<file path="config.mk">
export PLATFORM = sky130hd
export DESIGN_NAME = fetch_stage
export DESIGN_NICKNAME = d
export VERILOG_FILES = /design/src/rtl/fetch_pkg.sv /design/src/rtl/fetch_fifo.sv /design/src/rtl/fetch_stage.sv
export SDC_FILE = /design/constraint.sdc
export NUM_CORES = 1
export LEC_CHECK = 0
export ABC_AREA = 1
export CAP_MARGIN = 10
export CORE_MARGIN = 5
export CORE_UTILIZATION = 45
export CTS_BUF_LIST = sky130_fd_sc_hd__clkbuf_4 sky130_fd_sc_hd__clkbuf_8 sky130_fd_sc_hd__clkbuf_16
export DETAILED_ROUTE_END_ITERATION = 16
export PLACE_DENSITY_LB_ADDON = 0.08
export SYNTH_ARGS = -nofsm -noshare
export SYNTH_HDL_FRONTEND = slang
export SYNTH_SLANG_ARGS = --single-unit
</file>
<file path="constraint.sdc">
create_clock -name i_clk -period 5.3 [get_ports i_clk]
set_input_delay 1.06 -clock i_clk [delete_from_list [all_inputs] [get_ports i_clk]]
set_output_delay 1.06 -clock i_clk [all_outputs]
set_load 0.01 [all_outputs]
</file>
<file path="src/rtl/fetch_pkg.sv">
// Shared types and constants for the instruction-fetch stage.
// Used by fetch_fifo and fetch_stage (optional counters: FETCH_PERF_EN).
package fetch_pkg;

   localparam logic [31:0] NOP_INSTR = 32'h0000_0013;
   localparam logic [31:0] PC_STEP   = 32'd4;

   typedef struct packed {
      logic [31:0] pc;
      logic [31:0] instr;
   } fetch_entry_t;

   // Redirect targets are forced onto a word boundary.
   function automatic logic [31:0] align_pc(input logic [31:0] pc);
      return {pc[31:2], 2'b00};
   endfunction

endpackage

</file>
<file path="src/rtl/fetch_fifo.sv">
// Small synchronous FIFO of fetch entries with flush.
// Supports push and pop in the same cycle, including when full.
module fetch_fifo
   import fetch_pkg::*;
#(
   parameter int DEPTH = 2
) (
   input  logic                       i_clk,
   input  logic                       i_rst_n,
   input  logic                       i_push,
   input  logic                       i_pop,
   input  logic                       i_flush,
   input  fetch_entry_t               i_entry,
   output fetch_entry_t               o_head,
   output logic [$clog2(DEPTH):0]     o_count,
   output logic                       o_full,
   output logic                       o_empty
);

   localparam int PTR_W = $clog2(DEPTH);
   localparam int CNT_W = PTR_W + 1;

   logic [PTR_W-1:0] wr_ptr_q, wr_ptr_d;
   logic [PTR_W-1:0] rd_ptr_q, rd_ptr_d;
   logic [CNT_W-1:0] count_q, count_d;
   logic             do_push;
   logic             do_pop;

   fetch_entry_t mem_q [DEPTH];
   fetch_entry_t mem_d [DEPTH];

   assign o_full  = (count_q == CNT_W'(DEPTH));
   assign o_empty = (count_q == '0);
   assign o_count = count_q;
   assign o_head  = mem_q[rd_ptr_q];

   // A push into a full FIFO is only legal alongside a pop.
   assign do_pop  = i_pop & ~o_empty;
   assign do_push = i_push & ~i_flush & (~o_full | do_pop);

   always_comb begin
      wr_ptr_d = wr_ptr_q;
      rd_ptr_d = rd_ptr_q;
      count_d  = count_q;
      if (i_flush) begin
         wr_ptr_d = '0;
         rd_ptr_d = '0;
         count_d  = '0;
      end else begin
         if (do_push) begin
            wr_ptr_d = wr_ptr_q + 1'b1;
         end
         if (do_pop) begin
            rd_ptr_d = rd_ptr_q + 1'b1;
         end
         count_d = count_q + CNT_W'(do_push) - CNT_W'(do_pop);
      end
   end

   always_ff @(posedge i_clk) begin
      if (!i_rst_n) begin
         wr_ptr_q <= '0;
         rd_ptr_q <= '0;
         count_q  <= '0;
      end else begin
         wr_ptr_q <= wr_ptr_d;
         rd_ptr_q <= rd_ptr_d;
         count_q  <= count_d;
      end
   end

   // Storage needs no reset: entries are only observed once counted.
   for (genvar gi = 0; gi < DEPTH; gi++) begin : g_slot
      always_comb begin
         mem_d[gi] = mem_q[gi];
         if (do_push && (wr_ptr_q == PTR_W'(gi))) begin
            mem_d[gi] = i_entry;
         end
      end

      always_ff @(posedge i_clk) begin
         mem_q[gi] <= mem_d[gi];
      end
   end

endmodule

</file>
<file path="src/rtl/fetch_stage.sv">
// Instruction-fetch stage: PC register, imem address, fetch buffer, redirects.
// Define FETCH_PERF_EN to add the fetched/flushed performance counters.
module fetch_stage
   import fetch_pkg::*;
#(
   parameter int          ADDR_WIDTH = 13,
   parameter logic [31:0] RESET_PC   = 32'h0000_0000,
   parameter int          FIFO_DEPTH = 2
) (
   input  logic                  i_clk,
   input  logic                  i_rst_n,
   output logic [ADDR_WIDTH-1:0] o_imem_addr,
   input  logic [31:0]           i_imem_data,
   input  logic                  i_redirect_valid,
   input  logic [31:0]           i_redirect_pc,
   output logic                  o_valid,
   input  logic                  i_ready,
   output logic [31:0]           o_instr,
`ifdef FETCH_PERF_EN
   output logic [31:0]           o_perf_fetched,
   output logic [31:0]           o_perf_flushed,
`endif
   output logic [31:0]           o_pc
);

   localparam int CNT_W = $clog2(FIFO_DEPTH) + 1;

   logic [31:0]      pc_q, pc_d;
   logic             push;
   logic             pop;
   fetch_entry_t     wr_entry;
   fetch_entry_t     fifo_head;
   logic [CNT_W-1:0] fifo_count;
   logic             fifo_full;
   logic             fifo_empty;

   assign o_imem_addr = pc_q[ADDR_WIDTH-1:0];

   // imem read is combinational, so the data belongs to the current pc.
   assign wr_entry = '{pc: pc_q, instr: i_imem_data};

   assign o_valid = (fifo_count != '0);
   assign o_instr = fifo_empty ? NOP_INSTR : fifo_head.instr;
   assign o_pc    = fifo_empty ? 32'd0     : fifo_head.pc;

   assign pop  = o_valid & i_ready;
   assign push = ~i_redirect_valid & (~fifo_full | pop);

   always_comb begin
      pc_d = pc_q;
      if (i_redirect_valid) begin
         pc_d = align_pc(i_redirect_pc);
      end else if (push) begin
         pc_d = pc_q + PC_STEP;
      end
   end

   always_ff @(posedge i_clk) begin
      if (!i_rst_n) begin
         pc_q <= RESET_PC;
      end else begin
         pc_q <= pc_d;
      end
   end

   fetch_fifo #(
      .DEPTH (FIFO_DEPTH)
   ) u_fifo (
      .i_clk   (i_clk),
      .i_rst_n (i_rst_n),
      .i_push  (push),
      .i_pop   (pop),
      .i_flush (i_redirect_valid),
      .i_entry (wr_entry),
      .o_head  (fifo_head),
      .o_count (fifo_count),
      .o_full  (fifo_full),
      .o_empty (fifo_empty)
   );

`ifdef FETCH_PERF_EN
   logic [31:0] fetched_q, fetched_d;
   logic [31:0] flushed_q, flushed_d;

   // Entries handed to decode in the redirect cycle are not counted as flushed.
   always_comb begin
      fetched_d = fetched_q;
      flushed_d = flushed_q;
      if (push) begin
         fetched_d = fetched_q + 32'd1;
      end
      if (i_redirect_valid) begin
         flushed_d = flushed_q + 32'(fifo_count) - 32'(pop);
      end
   end

   always_ff @(posedge i_clk) begin
      if (!i_rst_n) begin
         fetched_q <= '0;
         flushed_q <= '0;
      end else begin
         fetched_q <= fetched_d;
         flushed_q <= flushed_d;
      end
   end

   assign o_perf_fetched = fetched_q;
   assign o_perf_flushed = flushed_q;
`endif

endmodule
</file>
Word-level counts from Yosys, hierarchy flattened --
Memories as Yosys holds them, arrays and structs flattened. A register that Yosys moved wholly into a read port is not among the register bits. Index checks and enable logic that the tools add are counted.
Word-level totals: register bits 36, output and inout bits 78, word-level logic and storage cells 44, bits in writable memories 128, memories 1
Cells by class: $add $sub $neg 5, bitwise operators 12, eq/ne operators 3, muxes and demuxes 11, reduce and logical (&&, ||, !) cells 7
Memory list:
- u_fifo.mem_q | words 2, width 64, read ports 1, clocked after Yosys merged registers in 1, write ports 1, RTL line fetch_fifo.sv:29 | fetch_entry_t mem_q [DEPTH];
Operator list (number):
- 64-bit two-way mux | 3
- 32-bit two-way mux | 4
- 64-bit OR reduction | 1
- 32-bit by 3-bit adder with 32-bit output, second input constant | 1
- 1-bit bitwise AND | 5
- 1-bit inverter | 5
- 1-bit two-way mux | 4
- 2-bit nonzero test | 2
- 1-bit adder, second input constant | 2
- 2-bit by 1-bit adder with 2-bit output | 1
- 2-bit equality test, second input constant | 1
- 1-bit logical AND | 2
- 2-bit zero test | 1
- 1-bit inequality test, second input constant | 2
- 1-bit bitwise OR | 2
- 2-bit OR reduction | 1
- 2-bit by 1-bit subtractor with 2-bit output | 1

Logic depth before layout (Yosys ltp) --
Gate-level depths: netlist (run 1).
depth in word-level cells 10, gate-level depth with buffers 10, gate-level depth less buffers 10

Cells and area by module --
A second synthesis (run 1) with hierarchy kept.
Second synthesis, totals: cells, all modules 759, area, all modules 8040.2 um2
Modules (own cells, without submodules):
- fetch_fifo | area each 5188.7 um2, times used 1, sequential area each 3943.8 um2, cells an instance 242
- fetch_stage | area each 2851.5 um2, times used 1, sequential area each 600.6 um2, cells an instance 517

Least setup slack after synthesis (run 1) --
Ideal clock, no wire load.
path kind input to register, start point input i_ready, end point memory u_fifo.mem_q[0][0] in the netlist's numbering, enable pin, arrival 3954 ps, data required time 4816 ps, stages on the path 4, library setup time 484 ps, slack 863 ps, cell sequence nor2_2 > nand2_4 > nand2_4 > nor2_1
On the way: word-level cells in the longest chain between the ends 9
RTL lines:
- from (decl) | RTL line fetch_stage.sv:17 | input logic i_ready,
- 1-bit bitwise AND * | RTL line fetch_stage.sv:46 | assign pop = o_valid & i_ready;
- 1-bit bitwise OR | RTL line fetch_stage.sv:47 | assign push = ~i_redirect_valid & (~fifo_full | pop);
- 1-bit bitwise AND | RTL line fetch_stage.sv:47
- 1-bit bitwise AND | RTL line fetch_fifo.sv:39 | assign do_push = i_push & ~i_flush & (~o_full | do_pop);
- 1-bit bitwise AND * | RTL line fetch_fifo.sv:39
- 1-bit logical AND | RTL line fetch_fifo.sv:76 | if (do_push && (wr_ptr_q == PTR_W'(gi))) begin
- 1-bit inequality test (no source line)
- 64-bit OR reduction (no source line)
- 1-bit two-way mux (no source line)
- to (decl) | RTL line fetch_fifo.sv:29
Every way passes the cells marked *; elsewhere a longest branch is shown, timed or not.

==> flow_summary.toml, run 1 <==
[run_status]
status = "completed"

[clocking]
htree_num_levels = 4
clock_latency_ns = 0.43
cts_buffer_depth = 2
cts_root_buf = "clkbuf_16"
cts_hold_buffers = 0
cts_buffers = 17
cts.sinks = 159
cts_resized = 0
post_cts_buffers = 0
clk_pin_slew_worst_paths_ns = 0.06
cts_tree = "built"

[critical_path]
worst_ep_required_time_ns = 4.24
critPathArrivalTime_ns = 2.45
crit_path_end_kind = "output port"
worstSetupPathType = "flop to output port"
cp_max_fo = 62
start_kind = "flop"
r2r_slack_ns = 3.21

[floorplan]
start_util_pct = 46.0
core_area_mm2 = 0.0153
die_h_um = 135
io_pins = 146
num_rows = 45
die_width_um = 135
die-area_mm2 = 0.0182

[cells_and_area]
stdcell_count = 1084
antenna_cells = 0
fin_area_mm2 = 0.00915
syn2layout_area_growth_pct = 30.4
drive_above_1_share_pct = 7.10
nets = 930
final.fill_count = 1308

[detailed_routing]
vias = 5488
ant_nets = 0
drt_iter0_drc = 401
drt_wl_total_mm = 17.1
wire_per_inst_um = 15.7
avgViaCountPerCell = 5.06
dr.pass1.iters = 6
drc_errors = 0

[synth]
synthArstFlopShare_pct = 0
synth_cells = 735
synth_most_common_cell = "nand2_1"
yosysWarnings = 0
synth_top_area_share_pct = 53.0
synth_area_leaders = "edfxtp_1 53%, nand2_1 13%, dfxtp_1 10%"
synth_ff_type = "edfxtp_1"
netlist_area_mm2 = 0.00702
syn_area_per_cell_um2 = 9.55
ys_ff_latch = 159
yosysTopAreaCell = "edfxtp_1"
yosysSeqAreaShare_pct = 63.0
synth-edff-count = 124
ys_types = 35
synth_common_cells = "242 x nand2_1, 124 x edfxtp_1, 87 x a21oi_1"

[placement]
port_buffers = 139
gp_congestion = 0.924
pre_cts_ws_ns = 1.79
postPlaceCellArea_mm2 = 0.00853
dp_cells = 1052
dpl.hpwl_mm = 11.5

[timing]
tightest_slew_ns = 1.11
tns_ns = 0
rsz0062_at_grt = "false"
timing.final.crit_period_ns = 3.51
slew_viol_final = 0
clock_skew_ns = 0.0106
slew_headroom_pct = 26.2
fin_ws_ns = 1.79
setup_viol = 0
timing.fmax_mhz = 285
min_period_over_period_pct = 66.3
hold_viol = 0

[global_route]
grt_antenna_before_repair = 0
grt_max_degree = 63
grt_pass1_vias = 5393
grt_overflow_total = 0
grt_usage_pct = 19.1
grt_pass1_wl_mm = 27.4

[power]
leakage_uw = 0.00332
power_uw = 3010
power_density_mw_per_mm2 = 329
vdd.ir_drop.worst_mv = 0.224

[min_path]
hold_class = "flop to flop"

[job]
drv_cap = 0
## cells in the final DEF (no fill, tap or decap), drive strengths merged
cell	n
a21boi	1
buf	7
dfxtp	35
xnor2	3
nor3	2
clkbuf	20
nor3b	1
a211oi	1
o21bai	1
edfxtp	124
a22oi	2
nand4	2
nand2	245
a21oi	87
clkinvlp	4
nor2	52
conb	4
a31oi	8
or2	3
ha	2
nand3	35
xor2	4
inv	63
clkdlybuf4s50	139
and2	1
clkinv	3
bufinv	3
a22o	2
o21ai	19
## routing by layer
layer	GRT usage, %	wire (µm)	part of all wire [%]
met5	0	0	0
met1	23.9	7270	43
met2	32.9	8520	50
met4	6.11	198	1.2
met3	4.43	1060	6.2
## metrics by stage
step | hold slack, ns | util [%]
5_1_grt | 0.530 | 60.0
4_1_cts | 0.493 | 60.0
3_3_place_gp | 0.462 | 55.9
3_5_place_dp | 0.484 | 55.9
2_1_floorplan | 0.448 | -
6_report | 0.493 | 60.0
## power by group
| part | total, µW | switching, µW | internal [µW] |
|---|---|---|---|
| combinational | 297 | 154 | 143 |
| sequential | 1450 | 36.8 | 1410 |
| clock | 1260 | 490 | 774 |
## layout make-up
class,instances,area (µm²),area share [%]
Timing Repair Buffer,146,1440,15.8
Tap cell,211,264,2.88
Clock inverter,12,160,1.75
Clock buffer,20,460,5.03
Sequential cell,159,4430,48.4
Multi-Input combinational cell,475,2170,23.7
Inverter,61,229,2.50
## critical path: stages, from the launching register on
cell and delay, ns:
dfxtp_2 0.32, inv_2 0.78, nand2_1 0.11, a21oi_1 0.19
clkdlybuf4s50_1 0.60
## state kept, by name, summed over array words and instances (netlist names), named ones only
| register | count |
|---|---|
| pc_q | 30 |
| u_fifo.mem_q | 124 |
| u_fifo.o_count | 2 |
| u_fifo.rd_ptr_q | 1 |
| u_fifo.wr_ptr_q | 1 |
## cell families after synthesis
logic type | after synthesis | share of synthesized area (%)
flops | 159 | 63.0
other cells | 1 | 0.0534
buf+inv | 104 | 6.58
fa+ha+maj | 2 | 0.356
compound gates | 121 | 9.05
xor+xnor | 7 | 0.873
simple gates | 341 | 20.1
## final timing paths
kind,startpoint,to,cells past startpoint
setup / recovery,flop,o_pc[17],4
hold / removal,u_fifo.rd_ptr_q$_SDFFE_PP0P_,u_fifo.rd_ptr_q$_SDFFE_PP0P_,2
setup reg to reg,u_fifo.o_count[0]$_SDFF_PP0_,u_fifo.mem_q[0][54]$_DFFE_PP_,5
hold reg to reg,u_fifo.rd_ptr_q$_SDFFE_PP0P_,u_fifo.rd_ptr_q$_SDFFE_PP0P_,2
No activity file was read; power rests on OpenSTA's default activity.
==> run 2, diff against run 1 <==
Clock period 5.3 ns to 3 ns, I/O delays scaled along.
==> run 2 against run 1 <==
Global-route usage is 0.16 points lower. Register-to-register slack lost 2.0 ns. Die area is the same. Non-clock buffer count up 3. Sequential share of layout area fell by 0.14 points. Wire length is 1.8% lower. Count of clock-buffer cells in the layout increased by 3. Core utilization up 0.17 points.
==> flow_summary.toml, run 2 (synthesis gave the netlist of run 1 again) <==
[clocking]
clock_latency_ns = 0.42
cts_root_buf = "clkbuf_16"
cts_buffer_depth = 2
cts_hold_buffers = 0
cts_resized = 0
cts_tree = "built"
htree_num_levels = 4
clk_pin_slew_worst_paths_ns = 0.06
cts.sinks = 159
post_cts_buffers = 0
cts_buffers = 17

[timing]
tns_ns = 0
timing.final.crit_period_ns = 2.77
slew_viol_final = 0
slew_headroom_pct = 43.6
setup_viol = 0
hold_viol = 0
rsz0062_at_grt = "false"
fin_ws_ns = 0.229
timing.fmax_mhz = 361
min_period_over_period_pct = 92.4
tightest_slew_ns = 0.846
clock_skew_ns = 0.00667

[detailed_routing]
ant_nets = 0
vias = 5490
dr.pass1.iters = 7
drt_wl_total_mm = 16.7
wire_per_inst_um = 15.4
avgViaCountPerCell = 5.05
drt_iter0_drc = 371
drc_errors = 0

[critical_path]
crit_buf_inv = 3
cp_max_fo = 19
start_kind = "flop"
critical_path.top_delay_family = "buffers and inverters"
worstSetupPathType = "flop to output port"
worst_ep_required_time_ns = 2.40
max_stage_delay_ns = 0.56
crit_path_end_kind = "output port"
critical_path.slowest_cell = "clkdlybuf4s50_1"
crit_path_cell_trace = "inv_2 > buf_4 > nand2_1 > a21oi_1 > clkdlybuf4s50_1"
critPathArrivalTime_ns = 2.17

[cells_and_area]
antenna_cells = 0
top_register = "u_fifo.mem_q"
syn2layout_area_growth_pct = 30.7
drive_above_1_share_pct = 7.42
layout_commonest_cell = "nand2_1"
final_cell_mix = "242 x nand2_1, 139 x clkdlybuf4s50_1, 124 x edfxtp_1"
nets = 933
largest_reg_flops = 124

[global_route]
grt_overflow_total = 0
grt_pass1_wl_mm = 27.2
grt_usage_pct = 19.0
grt_max_degree = 63
grt_pass1_vias = 5488
grt_antenna_before_repair = 0

[run_status]
status = "completed"

[power]
power_density_mw_per_mm2 = 558
leakage_uw = 0.00334
vdd.ir_drop.worst_mv = 0.371

[placement]
dpl.hpwl_mm = 11.3
pre_cts_ws_ns = 0.638
gp_congestion = 0.903
port_buffers = 139

[job]
drv_cap = 0

[floorplan]
io_pins = 146
die_width_um = 135
die-area_mm2 = 0.0182
start_util_pct = 46.0
core_area_mm2 = 0.0153
num_rows = 45
die_h_um = 135

[min_path]
hold_class = "flop to flop"
## run 2: cell types whose count changed in the layout (fill, tap and decap cells not counted), sizes merged
| cell | previous run | this run |
|---|---|---|
| bufinv | 3 | 0 |
| clkbuf | 20 | 23 |
| clkinvlp | 4 | 3 |
| inv | 63 | 61 |
| buf | 7 | 10 |
| clkinv | 3 | 6 |
## run 2: cell type report
type / instances / area, µm²
fill: 1323 / 6080
sequential: 159 / 4430
multi-input combinational: 475 / 2170
timing repair buffer: 149 / 1520
clock buffer: 23 / 518
tap: 211 / 264
inverter: 61 / 229
clock inverter: 9 / 56.3
## run 2: per-stage QoR
| stage | hold WS (ns) | power (µW) | area [µm²] | std cells | util (%) |
|---|---|---|---|---|---|
| after detailed placement | 0.478 | 3140 | 8600 | 1055 | 56.4 |
| after global routing | 0.521 | 5320 | 9180 | 1087 | 60.1 |
| after CTS | 0.486 | 5170 | 9180 | 1087 | 60.1 |
| after global placement | 0.462 | 3130 | 8600 | 1055 | 56.4 |
| after floorplan | 0.448 | 2850 | 7040 | 738 | - |
| final | 0.484 | 5120 | 9180 | 1087 | 60.1 |
## run 2: metal layers
metal | track usage, % | routed length [µm] | share of wire, %
met5 | 0 | 0 | 0
met4 | 7.01 | 276 | 1.6
met3 | 4.32 | 1060 | 6.3
met2 | 32.2 | 8110 | 48
met1 | 23.8 | 7300 | 44
## run 2: worst min-delay path: cells and delay by family, from the launching register on
kind	cells	cell delay (ns)
DFF	1	0.30
and+or+nand+nor	1	0.07
AOI/OAI and AO/OA	1	0.06
## run 2: where the power goes
part           leakage (µW)  total, µW  switching, µW  internal (µW)
Sequential          0.00147       2560           66.0           2490
Combinational       0.00159        532            272            260
Clock              0.000282       2030            819           1210
Total               0.00334       5120           1160           3960
## run 2: final timing paths
check | start | endpoint | slack [ns] | cells after the start
worst min-delay path | u_fifo.rd_ptr_q$_SDFFE_PP0P_ | flop | 0.48 | 2
worst max register to register | pc_q[2]$_SDFFE_PN0P_ | pc_q[18]$_SDFFE_PN0P_ | 1.19 | 8
worst max-delay path | flop | o_instr[18] | 0.23 | 5
worst min register to register | u_fifo.rd_ptr_q$_SDFFE_PP0P_ | flop | 0.48 | 2
